File: src/rtl/stage_mem.sv
// -----------------------------------------------------------------------------
// stage_mem -- memory-access pipeline stage.
//
// Takes one instruction per cycle from execute. Non-memory instructions pass
// straight to writeback with one cycle of latency. Loads and stores enter a
// two-state FSM (IDLE/BUSY) that keeps the bus request stable until mem_ack
// and stalls upstream in the meantime. Load data is lane-selected and
// sign/zero-extended. Store data is lane-replicated and gets byte strobes.
//
// Optional feature: define MEM_ALIGN_CHECK_EN to reject misaligned half/word
// accesses (no bus request, one-cycle misalign_o pulse). If it is not defined,
// misalign_o is held at 0 and misaligned addresses are simply truncated onto
// their natural lanes.
//
// Ports
//   clk, rst             clock, synchronous active-high reset
//   valid_i, flush       instruction present / pipeline flush
//   mem_op_i             0 NONE,1 LB,2 LH,3 LW,4 LBU,5 LHU,6 SB,7 SH,8 SW
//   reg_wdata_i          ALU result (byte address for memory ops)
//   mem_wdata_i          store data (rs2)
//   reg_waddr_i, we_i    destination register / write enable
//   stall_o              high while BUSY; upstream holds its inputs
//   reg_waddr_o, we_o,
//   reg_wdata_o          registered writeback outputs
//   misalign_o           one-cycle misaligned-access flag
//   mem_req, mem_we,
//   mem_addr_o,
//   mem_wmask,
//   mem_wdata_o          bus request (word address, strobes, data)
//   mem_rdata, mem_ack   bus response (rdata valid in the ack cycle)
// -----------------------------------------------------------------------------
module stage_mem (
  input  logic        clk,
  input  logic        rst,
  input  logic        valid_i,
  input  logic        flush,
  input  logic [3:0]  mem_op_i,
  input  logic [31:0] reg_wdata_i,
  input  logic [31:0] mem_wdata_i,
  input  logic [4:0]  reg_waddr_i,
  input  logic        we_i,
  output logic        stall_o,
  output logic [4:0]  reg_waddr_o,
  output logic        we_o,
  output logic [31:0] reg_wdata_o,
  output logic        misalign_o,
  output logic        mem_req,
  output logic        mem_we,
  output logic [31:0] mem_addr_o,
  output logic [3:0]  mem_wmask,
  output logic [31:0] mem_wdata_o,
  input  logic [31:0] mem_rdata,
  input  logic        mem_ack
);

  typedef enum logic {IDLE, BUSY} state_t;

  typedef enum logic [3:0] {
    OP_NONE = 4'd0,
    OP_LB   = 4'd1,
    OP_LH   = 4'd2,
    OP_LW   = 4'd3,
    OP_LBU  = 4'd4,
    OP_LHU  = 4'd5,
    OP_SB   = 4'd6,
    OP_SH   = 4'd7,
    OP_SW   = 4'd8
  } mem_op_e;

  // State and latched operation
  state_t      state_q, state_d;
  logic [3:0]  op_q, op_d;
  logic [1:0]  lo_q, lo_d;          // addr[1:0] of the pending access
  logic        ld_we_q, ld_we_d;
  logic [4:0]  ld_waddr_q, ld_waddr_d;
  logic        flush_q, flush_d;    // flush seen while BUSY

  // Next values of the registered outputs
  logic [4:0]  reg_waddr_nxt;
  logic        we_nxt;
  logic [31:0] reg_wdata_nxt;
  logic        misalign_nxt;
  logic        mem_req_nxt;
  logic        mem_we_nxt;
  logic [31:0] mem_addr_nxt;
  logic [3:0]  mem_wmask_nxt;
  logic [31:0] mem_wdata_nxt;

  // Input decode
  logic        is_load_i, is_store_i, misaligned_i;
  logic [31:0] st_data;
  logic [3:0]  st_mask;
  logic        is_load_q;
  logic [31:0] ld_data;
  logic [7:0]  ld_byte;
  logic [15:0] ld_half;

  assign stall_o = (state_q == BUSY);

  assign is_load_i  = (mem_op_i == OP_LB)  || (mem_op_i == OP_LH)  ||
                      (mem_op_i == OP_LW)  || (mem_op_i == OP_LBU) ||
                      (mem_op_i == OP_LHU);
  assign is_store_i = (mem_op_i == OP_SB)  || (mem_op_i == OP_SH)  ||
                      (mem_op_i == OP_SW);
  assign is_load_q  = (op_q == OP_LB)  || (op_q == OP_LH)  || (op_q == OP_LW) ||
                      (op_q == OP_LBU) || (op_q == OP_LHU);

`ifdef MEM_ALIGN_CHECK_EN
  assign misaligned_i =
      (((mem_op_i == OP_LH) || (mem_op_i == OP_LHU) || (mem_op_i == OP_SH)) &&
       reg_wdata_i[0]) ||
      (((mem_op_i == OP_LW) || (mem_op_i == OP_SW)) && (reg_wdata_i[1:0] != 2'b00));
`else
  assign misaligned_i = 1'b0;
`endif

  // Store formatting: replicate data across lanes so the strobes alone pick
  // the target bytes, whatever the low address bits are.
  // NOTE: every signal written in an always_comb gets a default first, so no
  // path through the block can leave it unassigned and infer a latch.
  always_comb begin
    st_data = 32'h0;
    st_mask = 4'b0000;
    case (mem_op_i)
      OP_SB: begin
        st_data = {4{mem_wdata_i[7:0]}};
        st_mask = 4'b0001 << reg_wdata_i[1:0];
      end
      OP_SH: begin
        st_data = {2{mem_wdata_i[15:0]}};
        st_mask = 4'b0011 << {reg_wdata_i[1], 1'b0};
      end
      OP_SW: begin
        st_data = mem_wdata_i;
        st_mask = 4'b1111;
      end
      default: ;
    endcase
  end

  // Load lane selection and extension, using the latched low address bits
  always_comb begin
    ld_byte = 8'h0;
    case (lo_q)
      2'd0:    ld_byte = mem_rdata[7:0];
      2'd1:    ld_byte = mem_rdata[15:8];
      2'd2:    ld_byte = mem_rdata[23:16];
      default: ld_byte = mem_rdata[31:24];
    endcase
    ld_half = lo_q[1] ? mem_rdata[31:16] : mem_rdata[15:0];

    ld_data = 32'h0;
    case (op_q)
      OP_LB:   ld_data = {{24{ld_byte[7]}}, ld_byte};
      OP_LBU:  ld_data = {24'h0, ld_byte};
      OP_LH:   ld_data = {{16{ld_half[15]}}, ld_half};
      OP_LHU:  ld_data = {16'h0, ld_half};
      OP_LW:   ld_data = mem_rdata;
      default: ld_data = 32'h0;
    endcase
  end

  // Next-state and next-output logic
  always_comb begin
    state_d       = state_q;
    op_d          = op_q;
    lo_d          = lo_q;
    ld_we_d       = ld_we_q;
    ld_waddr_d    = ld_waddr_q;
    flush_d       = flush_q;
    reg_waddr_nxt = reg_waddr_o;
    reg_wdata_nxt = reg_wdata_o;
    we_nxt        = 1'b0;          // we_o is a one-cycle strobe
    misalign_nxt  = 1'b0;          // so is misalign_o
    mem_req_nxt   = mem_req;
    mem_we_nxt    = mem_we;
    mem_addr_nxt  = mem_addr_o;
    mem_wmask_nxt = mem_wmask;
    mem_wdata_nxt = mem_wdata_o;

    case (state_q)
      IDLE: begin
        if (valid_i && !flush) begin
          if (misaligned_i) begin
            misalign_nxt = 1'b1;
          end else if (is_load_i || is_store_i) begin
            state_d       = BUSY;
            op_d          = mem_op_i;
            lo_d          = reg_wdata_i[1:0];
            ld_we_d       = we_i;
            ld_waddr_d    = reg_waddr_i;
            flush_d       = 1'b0;
            mem_req_nxt   = 1'b1;
            mem_we_nxt    = is_store_i;
            mem_addr_nxt  = {reg_wdata_i[31:2], 2'b00};
            mem_wmask_nxt = st_mask;
            mem_wdata_nxt = st_data;
          end else begin
            we_nxt        = we_i;
            reg_waddr_nxt = reg_waddr_i;
            reg_wdata_nxt = reg_wdata_i;
          end
        end
      end

      BUSY: begin
        // A flush cannot cancel a bus cycle already in flight; it only
        // suppresses the register write when the cycle completes.
        if (flush) flush_d = 1'b1;
        if (mem_ack) begin
          state_d       = IDLE;
          mem_req_nxt   = 1'b0;
          mem_we_nxt    = 1'b0;
          mem_wmask_nxt = 4'b0000;
          reg_waddr_nxt = ld_waddr_q;
          reg_wdata_nxt = ld_data;
          we_nxt        = is_load_q && ld_we_q && !flush_q && !flush;
        end
      end

      default: state_d = IDLE;
    endcase
  end

  // NOTE: sequential state uses non-blocking assignments only, so every
  // register samples the pre-edge values regardless of statement order.
  always_ff @(posedge clk) begin
    if (rst) begin
      state_q     <= IDLE;
      op_q        <= 4'd0;
      lo_q        <= 2'd0;
      ld_we_q     <= 1'b0;
      ld_waddr_q  <= 5'd0;
      flush_q     <= 1'b0;
      reg_waddr_o <= 5'd0;
      we_o        <= 1'b0;
      reg_wdata_o <= 32'h0;
      misalign_o  <= 1'b0;
      mem_req     <= 1'b0;
      mem_we      <= 1'b0;
      mem_addr_o  <= 32'h0;
      mem_wmask   <= 4'b0000;
      mem_wdata_o <= 32'h0;
    end else begin
      state_q     <= state_d;
      op_q        <= op_d;
      lo_q        <= lo_d;
      ld_we_q     <= ld_we_d;
      ld_waddr_q  <= ld_waddr_d;
      flush_q     <= flush_d;
      reg_waddr_o <= reg_waddr_nxt;
      we_o        <= we_nxt;
      reg_wdata_o <= reg_wdata_nxt;
      misalign_o  <= misalign_nxt;
      mem_req     <= mem_req_nxt;
      mem_we      <= mem_we_nxt;
      mem_addr_o  <= mem_addr_nxt;
      mem_wmask   <= mem_wmask_nxt;
      mem_wdata_o <= mem_wdata_nxt;
    end
  end

endmodule
File: config.mk
export PLATFORM = sky130hd
export DESIGN_NAME = stage_mem
export DESIGN_NICKNAME = d
export VERILOG_FILES = /design/src/rtl/stage_mem.sv
export SDC_FILE = /design/constraint.sdc
export NUM_CORES = 1
export LEC_CHECK = 0
export ABC_CLOCK_PERIOD_IN_PS = 5300
export CAP_MARGIN = 10
export CORE_MARGIN = 5
export CORE_UTILIZATION = 49
export CTS_BUF_LIST = sky130_fd_sc_hd__clkbuf_8
export CTS_CLUSTER_DIAMETER = 200
export DETAILED_ROUTE_END_ITERATION = 16
export PLACE_DENSITY = 0.89
export RECOVER_POWER = 100
export SYNTH_ARGS = -nofsm -noshare
export SYNTH_HDL_FRONTEND = slang
export SYNTH_SLANG_ARGS = --single-unit
export TNS_END_PERCENT = 100
File: constraint.sdc
create_clock -name clk -period 5.3 [get_ports clk]
set_input_delay 0.53 -clock clk [delete_from_list [all_inputs] [get_ports clk]]
set_output_delay 0.53 -clock clk [all_outputs]
set_load 0.01 [all_outputs]
==> flow_metrics.env <==
export IMPL_hp_start="mem_wdata_o[5]$_SDFFE_PP0P_"
export IMPL_row_count=38
export IMPL_cts_resized=0
export IMPL_clock_sinks=120
export IMPL_yosys_top_cells_area="dfxtp_1 43%, nand2_1 8.9%, a21oi_1 5.5%"
export IMPL_gr_usage_all_layers_pct=28.5
export IMPL_via_count=6008
export IMPL_p_leak_nw=3.06
export IMPL_clk_pin_slew_ns=0.07
export IMPL_clock_path_buffers=2
export IMPL_drcViolationCount=0
export IMPL_synth_most_common_cell="nand2_1"
export IMPL_final_cells=1004
export IMPL_min_period_over_period_pct=79.5
export IMPL_final_antenna_net_count=0
export IMPL_peakVddDrop_uv=159
export IMPL_start_util_pct=50.5
export IMPL_die_w_um=116
export IMPL_multiInputGateArea_mm2=0.00284
export IMPL_hold_ws_ns=0.453
export IMPL_syn_to_final_growth_pct=45.2
export IMPL_tightest_slew_ns=1.57
export IMPL_maxCapViolCount=2
export IMPL_rsz0062_at_grt="false"
export IMPL_antennaDiodeCount=0
export IMPL_worst_setup_path_type="in2reg"
export IMPL_cp_startpoint="mem_op_i[0]"
export IMPL_grt_pass1_vias=5687
export IMPL_hpwl_mm=14.1
export IMPL_ff_latch_area_mm2=0.00240
export IMPL_tns_ns=0
export IMPL_antenna_found_initial=0
export IMPL_fin_ws_ns=1.08
export IMPL_die_area_mm2=0.0136
export IMPL_fillers=791
export IMPL_crit_path_top_delay_cell="dlygate4sd3_1"
export IMPL_ys_flop_type="dfxtp_1"
export IMPL_synth_common_cells="131 x nand2_1, 120 x dfxtp_1, 61 x a21oi_1"
export IMPL_timing_slew_headroom_pct=-4.78
export IMPL_end_kind="flip-flop"
export IMPL_port_buffers=217
export IMPL_grt_pass1_wl_mm=30.2
export IMPL_overflow=0
export IMPL_slowest_delay_ns=0.96
export IMPL_post_place_ws_ns=1.32
export IMPL_min_period_ns=4.22
export IMPL_start_kind="primary input"
export IMPL_dp_cells=972
export IMPL_post_synth_top_area_cell="dfxtp_1"
export IMPL_cts_max_level=4
export IMPL_grt_max_degree=95
export IMPL_wl_per_cell_um=19.7
export IMPL_core_mm2=0.0110
export IMPL_setup_viol=0
export IMPL_viasPerCell=5.98
export IMPL_endpoint="flush_q$_SDFFE_PP0P_"
export IMPL_drive_gt1_share_pct=7.87
export IMPL_crit_arrival_ns=4.50
export IMPL_cts_tree="built"
export IMPL_powerDensity_mw_per_mm2=276
export IMPL_reg2reg_to="reg_wdata_o[7]$_SDFFE_PP0P_"
export IMPL_status="finished with violations"
export IMPL_routabilityCongestion=0.879
export IMPL_yosysWarnings=0
export IMPL_yosysTopAreaCellShare_pct=43.3
export IMPL_yosysSeqAreaShare_pct=43.3
export IMPL_post_cts_buffers=0
export IMPL_clk_latency_ns=0.43
export IMPL_die_y_um=116
export IMPL_synth_cells=666
export IMPL_crit_chain="dlygate4sd3_1 -> nor3_1 -> xnor2_2 -> nand2_1 -> clkbuf_1 -> a22oi_1 -> nor2_1"
export IMPL_total_power_mw=2.22
export IMPL_hold_viol=0
export IMPL_max_clock_freq_ghz=0.237
export IMPL_hp_class="reg2reg"
export IMPL_async_flop_share_pct=0
export IMPL_path_max_fanout=28
export IMPL_syn_area_mm2=0.00555
export IMPL_io_pin_count=221
export IMPL_worst_ep_required_time_ns=5.58
export IMPL_violations="max-capacitance violations, max-slew violations"
export IMPL_synth_area_per_cell_um2=8.34
export IMPL_r2r_cells=6
export IMPL_clock_skew_ns=0.0133
export IMPL_ys_types=54
export IMPL_drt_pass1_iter_count=5
export IMPL_r2r_start="stall_o$_SDFF_PP0_"
export IMPL_maxSlewViolCount=44
export IMPL_cts_hold_buf=0
export IMPL_regToRegSetupSlack_ns=1.40
export IMPL_cts_buffers=17
export IMPL_dr_first_iter_drc_count=618
export IMPL_wl_mm=19.8
export IMPL_synth_edf_count=0
export IMPL_ctsRootBufferMaster="clkbuf_8"
export IMPL_final_net_count=962
export IMPL_ys_ff_latch=120
-- metrics by stage --
step                util [%]  instance area, µm²
floorplan                  -                5560
global placement        69.9                7680
detailed placement      69.9                7680
CTS                     73.8                8110
global route            73.4                8060
finish                  73.4                8060
-- flip-flops by register name, indices dropped and copies added (netlist names) --
name,flops
mem_wdata_o,32
reg_wdata_o,32
mem_addr_o,30
ld_waddr_q,5
reg_waddr_o,5
mem_wmask,4
op_q,4
lo_q,2
flush_q,1
ld_we_q,1
mem_req,1
mem_we,1
stall_o,1
we_o,1
-- worst max-delay path, delay by kind of cell --
family / cells / cell delay [ns]
buffers and inverters: 2 / 1.59
and+or+nand+nor: 3 / 1.20
xor gates and xnor gates: 1 / 0.85
AOI/OAI and AO/OA: 1 / 0.29
-- metal layers --
| metal | vias up | GRT usage [%] | part of all wire (%) |
|---|---|---|---|
| met1 | 2839 | 36.1 | 39 |
| met5 | - | 0 | 0 |
| li1 | 2777 | - | - |
| met3 | 65 | 6.17 | 8.4 |
| met2 | 327 | 46.5 | 48 |
| met4 | 0 | 13.5 | 4.2 |
-- cells in the final DEF (no fill, tap or decap), types with 2 or more instances in the layout --
cell type / n
a21o_1: 17
dlygate4sd3_1: 107
bufinv_16: 3
o21ai_0: 38
a211oi_1: 5
clkbuf_1: 2
a21oi_2: 2
a221oi_1: 30
inv_1: 8
clkdlybuf4s50_1: 109
nand3_1: 17
mux2i_1: 8
mux2_2: 22
nor2_1: 46
a22oi_1: 8
dfxtp_1: 120
a31oi_1: 17
buf_4: 4
nand2b_1: 5
a221o_1: 10
a32oi_1: 2
nor3_1: 27
a22o_1: 5
clkbuf_8: 22
conb_1: 3
a21oi_1: 61
nor3b_1: 2
o41ai_1: 6
nand2_1: 131
-- area by class of cell --
class                      count  share of cell area (%)
clock inverter                10                    1.57
clock buffer                  22                    3.76
sequential                   120                    29.8
tap                          140                    2.17
multi-input combinational    485                    35.2
inverter                       5                   0.233
timing repair buffer         222                    27.3
-- worst min path at each step --
| stage | to | cells past startpoint |
|---|---|---|
| after detailed placement | mem_wdata_o[5]$_SDFFE_PP0P_ | 2 |
| after floorplan | ld_we_q$_SDFFE_PP0P_ | 2 |
| after global placement | mem_wdata_o[5]$_SDFFE_PP0P_ | 2 |
| after global routing | mem_wdata_o[5]$_SDFFE_PP0P_ | 2 |
| final | mem_wdata_o[5]$_SDFFE_PP0P_ | 2 |
| after CTS | mem_wdata_o[5]$_SDFFE_PP0P_ | 2 |
-- kinds of logic after synthesis --
family | after synthesis | share of synthesized area (%)
simple gates | 239 | 18.9
buf+inv | 63 | 5.27
flops | 120 | 43.3
mux | 30 | 5.90
other cells | 1 | 0.0675
xor+xnor | 3 | 0.609
fa+ha+maj | 1 | 0.180
compound gates | 209 | 25.8
-- power breakdown --
group	leakage, nW	total [mW]	internal, mW	switching, mW
combinational	1.86	0.373	0.183	0.189
clock	0.230	0.880	0.522	0.358
sequential	0.977	0.971	0.945	0.0267
total	3.06	2.22	1.65	0.574
Note: power is estimated with default switching activity, not from simulation.
